File: config.mk
export PLATFORM = sky130hd
export DESIGN_NAME = morse_decoder
export DESIGN_NICKNAME = d
export VERILOG_FILES = /design/src/rtl/morse_decoder.sv
export SDC_FILE = /design/constraint.sdc
export NUM_CORES = 1
export LEC_CHECK = 0
export ABC_CLOCK_PERIOD_IN_PS = 1900
export BUFFER_PORTS_ARGS = -buffer_cell sky130_fd_sc_hd__buf_2
export CAP_MARGIN = 30
export CORE_UTILIZATION = 45
export CTS_CLUSTER_DIAMETER = 120
export DETAILED_ROUTE_END_ITERATION = 10
export PLACE_DENSITY_LB_ADDON = 0.08
export SLEW_MARGIN = 40
export SYNTH_ARGS = -nofsm -noshare
export SYNTH_HDL_FRONTEND = slang
export SYNTH_SLANG_ARGS = --single-unit
File: constraint.sdc
create_clock -name ClockIn -period 1.9 [get_ports ClockIn]
set_input_delay 0.19 -clock ClockIn [delete_from_list [all_inputs] [get_ports ClockIn]]
set_output_delay 0.19 -clock ClockIn [all_outputs]
set_load 0.1 [all_outputs]
File: src/rtl/morse_decoder.sv
// Morse receive decoder: measures mark/space run lengths on each TickEn sample
// and turns up to MAX_ELEMS dot/dash elements into a 3-bit letter code (A..H).
module morse_decoder #(
   parameter int DASH_LEN   = 3,
   parameter int LETTER_GAP = 3,
   parameter int MAX_ELEMS  = 4
) (
   input  logic       ClockIn,
   input  logic       Resetn,
   input  logic       TickEn,
   input  logic       DotDashIn,
   output logic [2:0] Letter,
   output logic       LetterValid,
   output logic       Error,
   output logic       Busy
);

   typedef enum logic [1:0] {IDLE, MARK, SPACE, CLOSE} state_t;

   state_t     state, state_nxt;
   logic [2:0] markcnt, markcnt_nxt;
   logic [2:0] spacecnt, spacecnt_nxt;
   logic [3:0] elems, elems_nxt;
   logic [2:0] elemcnt, elemcnt_nxt;
   logic       err, err_nxt;
   logic [2:0] letter_nxt;
   logic       valid_nxt, error_nxt;

   logic       dec_ok;
   logic [2:0] dec_code;
   logic       is_dot, is_dash;
   logic [2:0] space_inc;

   // Pattern is held right-aligned: first element ends up in bit elemcnt-1.
   always_comb begin
      dec_ok   = 1'b1;
      dec_code = 3'd0;
      case ({elemcnt, elems})
         {3'd2, 4'b0001}: dec_code = 3'd0;
         {3'd4, 4'b1000}: dec_code = 3'd1;
         {3'd4, 4'b1010}: dec_code = 3'd2;
         {3'd3, 4'b0100}: dec_code = 3'd3;
         {3'd1, 4'b0000}: dec_code = 3'd4;
         {3'd4, 4'b0010}: dec_code = 3'd5;
         {3'd3, 4'b0110}: dec_code = 3'd6;
         {3'd4, 4'b0000}: dec_code = 3'd7;
         default:         dec_ok   = 1'b0;
      endcase
   end

   assign is_dot    = (markcnt == 3'd1);
   assign is_dash   = (markcnt == 3'(DASH_LEN));
   assign space_inc = (spacecnt == 3'd7) ? spacecnt : spacecnt + 3'd1;

   always_comb begin
      state_nxt    = state;
      markcnt_nxt  = markcnt;
      spacecnt_nxt = spacecnt;
      elems_nxt    = elems;
      elemcnt_nxt  = elemcnt;
      err_nxt      = err;
      letter_nxt   = Letter;
      valid_nxt    = 1'b0;
      error_nxt    = 1'b0;
      case (state)
         IDLE: begin
            if (TickEn && DotDashIn) begin
               state_nxt   = MARK;
               markcnt_nxt = 3'd1;
               elems_nxt   = 4'd0;
               elemcnt_nxt = 3'd0;
               err_nxt     = 1'b0;
            end
         end
         MARK: begin
            if (TickEn) begin
               if (DotDashIn) begin
                  if (markcnt != 3'd7) markcnt_nxt = markcnt + 3'd1;
               end else begin
                  if (!(is_dot || is_dash)) err_nxt = 1'b1;
                  if (elemcnt == 3'(MAX_ELEMS)) begin
                     err_nxt = 1'b1;
                  end else begin
                     elems_nxt   = {elems[2:0], is_dash};
                     elemcnt_nxt = elemcnt + 3'd1;
                  end
                  spacecnt_nxt = 3'd1;
                  state_nxt    = SPACE;
               end
            end
         end
         SPACE: begin
            if (TickEn) begin
               if (DotDashIn) begin
                  // A space longer than one element gap but short of a letter gap
                  if (spacecnt != 3'd1) err_nxt = 1'b1;
                  markcnt_nxt = 3'd1;
                  state_nxt   = MARK;
               end else begin
                  spacecnt_nxt = space_inc;
                  if (space_inc == 3'(LETTER_GAP)) begin
                     // Decode on the gap-completing tick so strobes land in CLOSE
                     state_nxt = CLOSE;
                     if (err || !dec_ok) begin
                        error_nxt = 1'b1;
                     end else begin
                        valid_nxt  = 1'b1;
                        letter_nxt = dec_code;
                     end
                  end
               end
            end
         end
         CLOSE: state_nxt = IDLE;
         default: state_nxt = IDLE;
      endcase
   end

   always_ff @(posedge ClockIn or negedge Resetn) begin
      if (!Resetn) begin
         state       <= IDLE;
         markcnt     <= 3'd0;
         spacecnt    <= 3'd0;
         elems       <= 4'd0;
         elemcnt     <= 3'd0;
         err         <= 1'b0;
         Letter      <= 3'd0;
         LetterValid <= 1'b0;
         Error       <= 1'b0;
      end else begin
         state       <= state_nxt;
         markcnt     <= markcnt_nxt;
         spacecnt    <= spacecnt_nxt;
         elems       <= elems_nxt;
         elemcnt     <= elemcnt_nxt;
         err         <= err_nxt;
         Letter      <= letter_nxt;
         LetterValid <= valid_nxt;
         Error       <= error_nxt;
      end
   end

   assign Busy = (state != IDLE);

endmodule

==> metrics.txt, run 1 <==
All-Layer GR Usage 0.1663; initial antenna violation count 0; CP Data Arrival Time between 2000 and 2500 ps; area growth from synthesis to final layout 14.25%; post-cts repair resize count 0; setup ws final around 28 ps; insertion delay of the later-clocked pin in the worst-skew pair roughly 300 ps; slowest stage delay, CP 460 ps; Final Skew ~1.1 ps; cells on worst reg2reg path 5; Iter 0 DRT Violations 48; die height between 50 and 60 µm; global-route wire length before repair about 4.2 mm; utilization after layout 0.5484; Initial Util 0.4800; Leak 0.7611 nW; critical path's top delay family simple AND/OR/NAND/NOR gates; chip width ~56 µm; vias in the first global route just under 1000; Final min period roughly 1900 ps; drt pass-1 iters 4; DRC 0; detailed-route via count between 1000 and 1500; crit-path cells ha_1, or4_4, nor3_4, o21ai_1, a32o_1; PD cells around 1500 nW/µm²; Syn Std Cell Area 1335 µm²; Root Buffer clkbuf_4; Routed Antenna Nets 0; WL final between 2 and 3 mm; Clock Path Buffers 2; CP Depth 5; CTS Buf Count 3; Post-synth EDFFs 0; worst vdd ir 0.9720 mV; Overflow after GRT 0; hold depth 3; Vias/cell 5.370; Final Power about 0.0023 W; core area approximately 2800 µm²; CP endpoint kind flop; Layout Nets about 180; Post-DP HPWL around 1.8 mm; mean post-synth cell area approximately 10 µm²; status complete, no violations; Slew HR 0.6603; max-slew violation count 0; Rows 19; area of the die approximately 3200 µm²; final setup fails 0; RSZ-0062 raised after global routing true; fmax 534.1 MHz; Hold Slack approximately 290 ps; Worst Tran Pin Value ~500 ps; Syn Nets roughly 160; Cells after Synth approximately 140; crit path kind reg -> reg; largest net degree at the start of global routing 22; peak fanout along the critical path 5; Final Hold Viols 0; worst slack, placed -1.373 ps; Seq/Total Area, Yosys 0.3936; H-tree levels 1; WL/cell between 10 and 15 µm; fin crit share 0.9855; CTS tree done; flops & latches, synth 21; TritonCTS Sinks 21; Synth Flop Type dfrtp_1; max_cap viols 0; io pins 10; port bufs 9; fraction of registers with async set/reset 1.000; Reg clk slew, reported paths around 120 ps; yosys warns 0; ant diodes 0; CP bufs+invs 0; Startpoint Class flop; min-delay worst type in -> reg; Netlist cell types 35; required time of the worst setup path 2110 ps; critical path's slowest cell or4_4; share of cells above drive strength 1 0.2089; global placement routability congestion between 0.8 and 0.9
==> worst reg2reg max path, cell delays in order, from the launching register on <==
cell and delay [ps]:
dfrtp_1 430, ha_1 320, or4_4 460, nor3_4 260
o21ai_1 100, a32o_1 200
==> layer usage <==
layer	vias up	GRT usage	part of all wire
met5	-	0	0
met2	12	0.2588	0.44
met1	480	0.2339	0.53
met4	0	0.05575	0.0064
met3	2	0.02765	0.018
li1	521	-	-
==> report_power, final <==
part / total [W] / switching (W) / leakage (nW) / internal [W]
logic: 0.00137 / 0.000799 / 0.477 / 0.000572
clock network: 0.000219 / 0.000140 / 0.0177 / 0.0000784
registers: 0.000738 / 0.000145 / 0.267 / 0.000594
==> metrics by stage <==
step	area, µm²	TNS [ps]	std cells
after floorplan	1335	0	136
after global placement	1465	0	181
after detailed placement	1465	-1.373	181
after CTS	1518	0	188
after global routing	1525	-127.4	189
final	1525	0	189
==> registers in the layout, summed over array words and instances (netlist names) <==
name         count
Error            1
elems            4
elemcnt          3
Letter           3
err              1
spacecnt         3
state            2
markcnt          3
LetterValid      1
==> cells by family after synthesis <==
logic type               Yosys count  share of synthesized area
AO/OA/AOI/OAI                     29                     0.1490
XOR/XNOR                           1                   0.006562
adder cells (fa/ha/maj)           16                     0.1500
buffers and inverters             16                    0.04686
flip-flops                        21                     0.3936
multiplexers                       9                    0.06935
AND/OR/NAND/NOR                   44                     0.1846
==> repair_timing <==
action,CTS,global route
pin swaps,2,1
hold buffers,1,0
endpoints found under the hold margin,21,0
buffers inserted,2,1
endpoints found under the setup margin,3,4
==> final timing paths <==
check,slack (ps),to,from
setup reg to reg,30,Letter[1],spacecnt[0]
min in group asynchronous,370,spacecnt[0],Resetn
max in group asynchronous,1190,elems[3],Resetn
hold / removal,290,spacecnt[1],TickEn
hold reg to reg,510,Letter[1],Letter[1]
setup / recovery,30,Letter[1],spacecnt[0]
==> Yosys cell counts, types with 3 or more instances <==
library cell,instances,share of area
dfrtp_1,21,0.39
ha_1,16,0.15
inv_1,13,0.037
nand2_1,11,0.031
nor2_1,9,0.025
mux2i_1,7,0.052
a21oi_1,6,0.022
nand2b_1,5,0.023
o21ai_0,4,0.015
a21bo_2,3,0.022
nand3_1,3,0.011
nand3b_1,3,0.017
nand4_1,3,0.014
nor2b_1,3,0.014
o22ai_1,3,0.014
==> layout by cell type (no fill, tap or decap), types with 2 or more instances in the layout <==
cell / n
dfrtp_1: 21
ha_1: 16
inv_1: 13
nand2_1: 11
buf_4: 11
nor2_1: 9
buf_2: 9
mux2i_1: 7
a21oi_1: 6
nand2b_1: 5
o21ai_0: 4
nand3b_1: 3
o22ai_1: 3
nor2b_1: 3
nand3_1: 3
nand4_1: 3
a21bo_2: 3
clkbuf_4: 3
o21a_1: 2
and3_1: 2
o211ai_1: 2
a31oi_1: 2
mux2_2: 2
==> layout make-up <==
type,instances,area [µm²]
clock buffers,3,22.52
clock inverters,1,5.005
fillers,256,1256
inverters,13,48.80
multi-input cells,99,747.0
flip-flops and latches,21,525.5
well taps,31,38.79
repair buffers,21,137.6
Power figures use the tool's default switching activity.
==> run 2: changes to the inputs <==
--- a/config.mk
+++ b/config.mk
@@ -5,6 +5,7 @@
 export SDC_FILE = /design/constraint.sdc
 export NUM_CORES = 1
 export LEC_CHECK = 0
+export ABC_AREA = 1
 export ABC_CLOCK_PERIOD_IN_PS = 1900
 export BUFFER_PORTS_ARGS = -buffer_cell sky130_fd_sc_hd__buf_2
 export CAP_MARGIN = 30
@@ -12,6 +13,7 @@
 export CTS_CLUSTER_DIAMETER = 120
 export DETAILED_ROUTE_END_ITERATION = 10
 export PLACE_DENSITY_LB_ADDON = 0.08
+export SETUP_SLACK_MARGIN = 0.4
 export SLEW_MARGIN = 40
 export SYNTH_ARGS = -nofsm -noshare
 export SYNTH_HDL_FRONTEND = slang
==> constraint.sdc (replaced) <==
create_clock -name ClockIn -period 1.9 [get_ports ClockIn]
set_input_delay 0.38 -clock ClockIn [delete_from_list [all_inputs] [get_ports ClockIn]]
set_output_delay 0.38 -clock ClockIn [all_outputs]
set_load 0.1 [all_outputs]
==> run 2 against run 1 <==
Against the previous run: setup slack improved by 180 ps; global-route usage up 1.3 points; die area shrank 1.3%; critical path type is now reg -> out; routed wire length grew 29%; critical path depth fell by 1; synthesized area is 1.4% lower; synthesized cell count increased by 21%; combinational power increased by 43%; non-clock buffer count is 12 higher; sequential share of layout area shrank 6.3 points.
==> metrics.txt, run 2 <==
largest net degree at the start of global routing 22 (unchanged); Seq/Total Area, Yosys 0.3992 (was 0.3936); H-tree levels 1 (unchanged); max-slew violation count 0 (unchanged); chip width 56.09 µm (was 56.47 µm); fin crit share 0.8929 (was 0.9855); switching power 0.001336 W (was 0.001084 W); yosys warns 0 (unchanged); utilization after layout 0.6774 (was 0.5484); share of cells above drive strength 1 0.4000 (was 0.2089); Routed Antenna Nets 0 (unchanged); Startpoint Class flop (unchanged); Netlist cell types 20 (was 35); Gate power share 0.685 (was 0.589); Synth top cells by count 31 x nand2_1, 29 x inv_1, 21 x dfrtp_1, 16 x ha_1 (was 21 x dfrtp_1, 16 x ha_1, 13 x inv_1, 11 x nand2_1, 9 x nor2_1); Final Skew 6.051 ps (was 1.129 ps); Cells after Synth 164 (was 136); fmax 589.5 MHz (was 534.1 MHz); fraction of registers with async set/reset 1.000 (unchanged); worst vdd ir 1.168 mV (was 0.9720 mV); insertion delay of the later-clocked pin in the worst-skew pair 310 ps (was 300 ps); flops & latches, synth 21 (unchanged); status complete, no violations (unchanged); Post-DP HPWL 1.873 mm (was 1.833 mm); max reg flops 4 (unchanged); Final min period 1696 ps (was 1872 ps); setup ws final 203.5 ps (was 27.61 ps); Final Hold Viols 0 (unchanged); most common cell in the netlist nand2_1 (was dfrtp_1); clock network power share 0.078 (was 0.094); min-delay worst type in -> async (was in -> reg); global placement routability congestion 0.8238 (was 0.8092); vias in the first global route 1151 (was 968); CTS tree done (unchanged); DRC 0 (unchanged); Synth Flop Type dfrtp_1 (unchanged); Top reg by flops elems (unchanged); Iter 0 DRT Violations 24 (was 48); crit path kind reg -> out (was reg -> reg); mean post-synth cell area 8.026 µm² (was 9.816 µm²); initial antenna violation count 0 (unchanged); Reg clk slew, reported paths 120 ps (about the same); Slew HR 0.6747 (was 0.6603); Initial Util 0.4773 (was 0.4800); io pins 10 (unchanged); CP Data Arrival Time 1320 ps (was 2080 ps); PD cells 1534 nW/µm² (was 1526 nW/µm²); CP endpoint kind output port (was flop); WL/cell 14.01 µm (was 13.23 µm); area of the die 3146 µm² (was 3188 µm²); final setup fails 0 (unchanged); Leak 0.9375 nW (was 0.7611 nW); cells on worst reg2reg path 10 (was 5); drt pass-1 iters 4 (unchanged); Overflow after GRT 0 (unchanged); All-Layer GR Usage 0.1796 (was 0.1663); peak fanout along the critical path 4 (was 5); RSZ-0062 raised after global routing true (unchanged); Vias/cell 5.420 (was 5.370); Syn Std Cell Area 1316 µm² (was 1335 µm²); Clock Path Buffers 2 (unchanged); commonest non-fill, non-tap cell in the layout nand2_1 (was dfrtp_1); Pint 0.001531 W (was 0.001244 W); TritonCTS Sinks 21 (unchanged); area growth from synthesis to final layout 41.92% (was 14.25%); Post-synth EDFFs 0 (unchanged); post-synth top area share 0.3992 (was 0.3936); CTS Buf Count 3 (unchanged); global-route wire length before repair 4.450 mm (was 4.153 mm); Root Buffer clkbuf_4 (unchanged); Worst Tran Pin Value 488.0 ps (was 509.5 ps); sequential power share 0.237 (was 0.317); Layout Nets 221 (was 179); port bufs 9 (unchanged); ant diodes 0 (unchanged); required time of the worst setup path 1520 ps (was 2110 ps); core area 2758 µm² (was 2781 µm²); die height 56.09 µm (was 56.47 µm); Switching Share 0.4660 (was 0.4656); detailed-route via count 1252 (was 1015); worst slack, placed 128.1 ps (was -1.373 ps); ranking of synthesized cells by area dfrtp_1 40%, ha_1 15%, nand2_1 8.8% (was dfrtp_1 39%, ha_1 15%, mux2i_1 5.2%); leading cell types in the layout, fill and taps excluded 24 x nand2_1, 21 x dfrtp_1, 20 x inv_1 (was 21 x dfrtp_1, 16 x ha_1, 13 x inv_1); Rows 19 (unchanged); top cell type by total area after synthesis dfrtp_1 (unchanged); Post-CTS Hold Buffers 0 (was 1); setup TNS 0 ps (unchanged); Syn Nets 184 (was 156); WL final 3.236 mm (was 2.501 mm); max_cap viols 0 (unchanged)
## run 2: cell types whose count changed in the layout (fill, tap and decap cells not counted), moves of 7 or more
cell	delta
inv_1	+7
nand2_1	+13
mux2i_1	-7
buf_6	+7
## run 2: metrics by stage
step                      instance area (µm²)  total power (W)  instances  hold WS (ps)
after floorplan                          1335         0.001580        164         84.41
after global placement                   1411         0.001765        203         370.7
after detailed placement                 1411         0.001796        203         375.2
after CTS                                1548         0.002240        217         28.60
after global routing                     1868         0.003059        231         34.91
final                                    1868         0.002866        231         12.73
## run 2: area by class of cell
cell class	instances	area, µm²
clock buffers	4	26.28
well taps	31	38.79
fillers	208	889.6
inverters	30	123.9
multi-input cells	112	869.6
flip-flops and latches	21	525.5
repair buffers	33	284.0
## run 2: power by group through the flow
stage,Sequential (W),Clock (W),Combinational [W]
after global routing,0.000697,0.000248,0.00211
final,0.000679,0.000224,0.00196
after detailed placement,0.000692,0,0.00110
after CTS,0.000678,0.000230,0.00133
after global placement,0.000687,0,0.00108
after floorplan,0.000696,0,0.000885
## run 2: layer usage
metal | wire [µm] | up-vias | global-route usage
met5 | 0 | - | 0
met4 | 89 | 0 | 0.09408
met3 | 122 | 12 | 0.03023
met2 | 1725 | 37 | 0.3129
met1 | 1298 | 590 | 0.2101
li1 | - | 613 | -
## run 2: path summary, 6_finish.rpt
check | slack, ps | from | endpoint
min reg2reg | 480 | Letter[0] | Letter[0]
max | 200 | state[1] | Busy
min | 10 | Resetn | elems[3]
max in group asynchronous | 1560 | Resetn | elemcnt[2]
max reg2reg | 250 | state[0] | Letter[2]
min in group ClockIn | 420 | DotDashIn | state[1]
## run 2: cell families after synthesis
kind of cell / Yosys count / synth area share
flops: 21 / 0.3992
buf+inv: 31 / 0.09125
compound gates: 25 / 0.1150
fa+ha+maj: 16 / 0.1521
simple gates: 71 / 0.2424
## run 2: critical path, stage by stage (launching register included)
cell	delay, ps
dfrtp_1	410
inv_2	130
ha_4	160
clkinvlp_4	120
buf_12	180
## run 2: what timing repair did
action | in CTS | in global routing
pin swaps | 3 | 11
cloned | 0 | 0
endpoints found under the setup margin | 23 | 23
gates resized for setup | 14 | 50
buffers inserted | 10 | 14
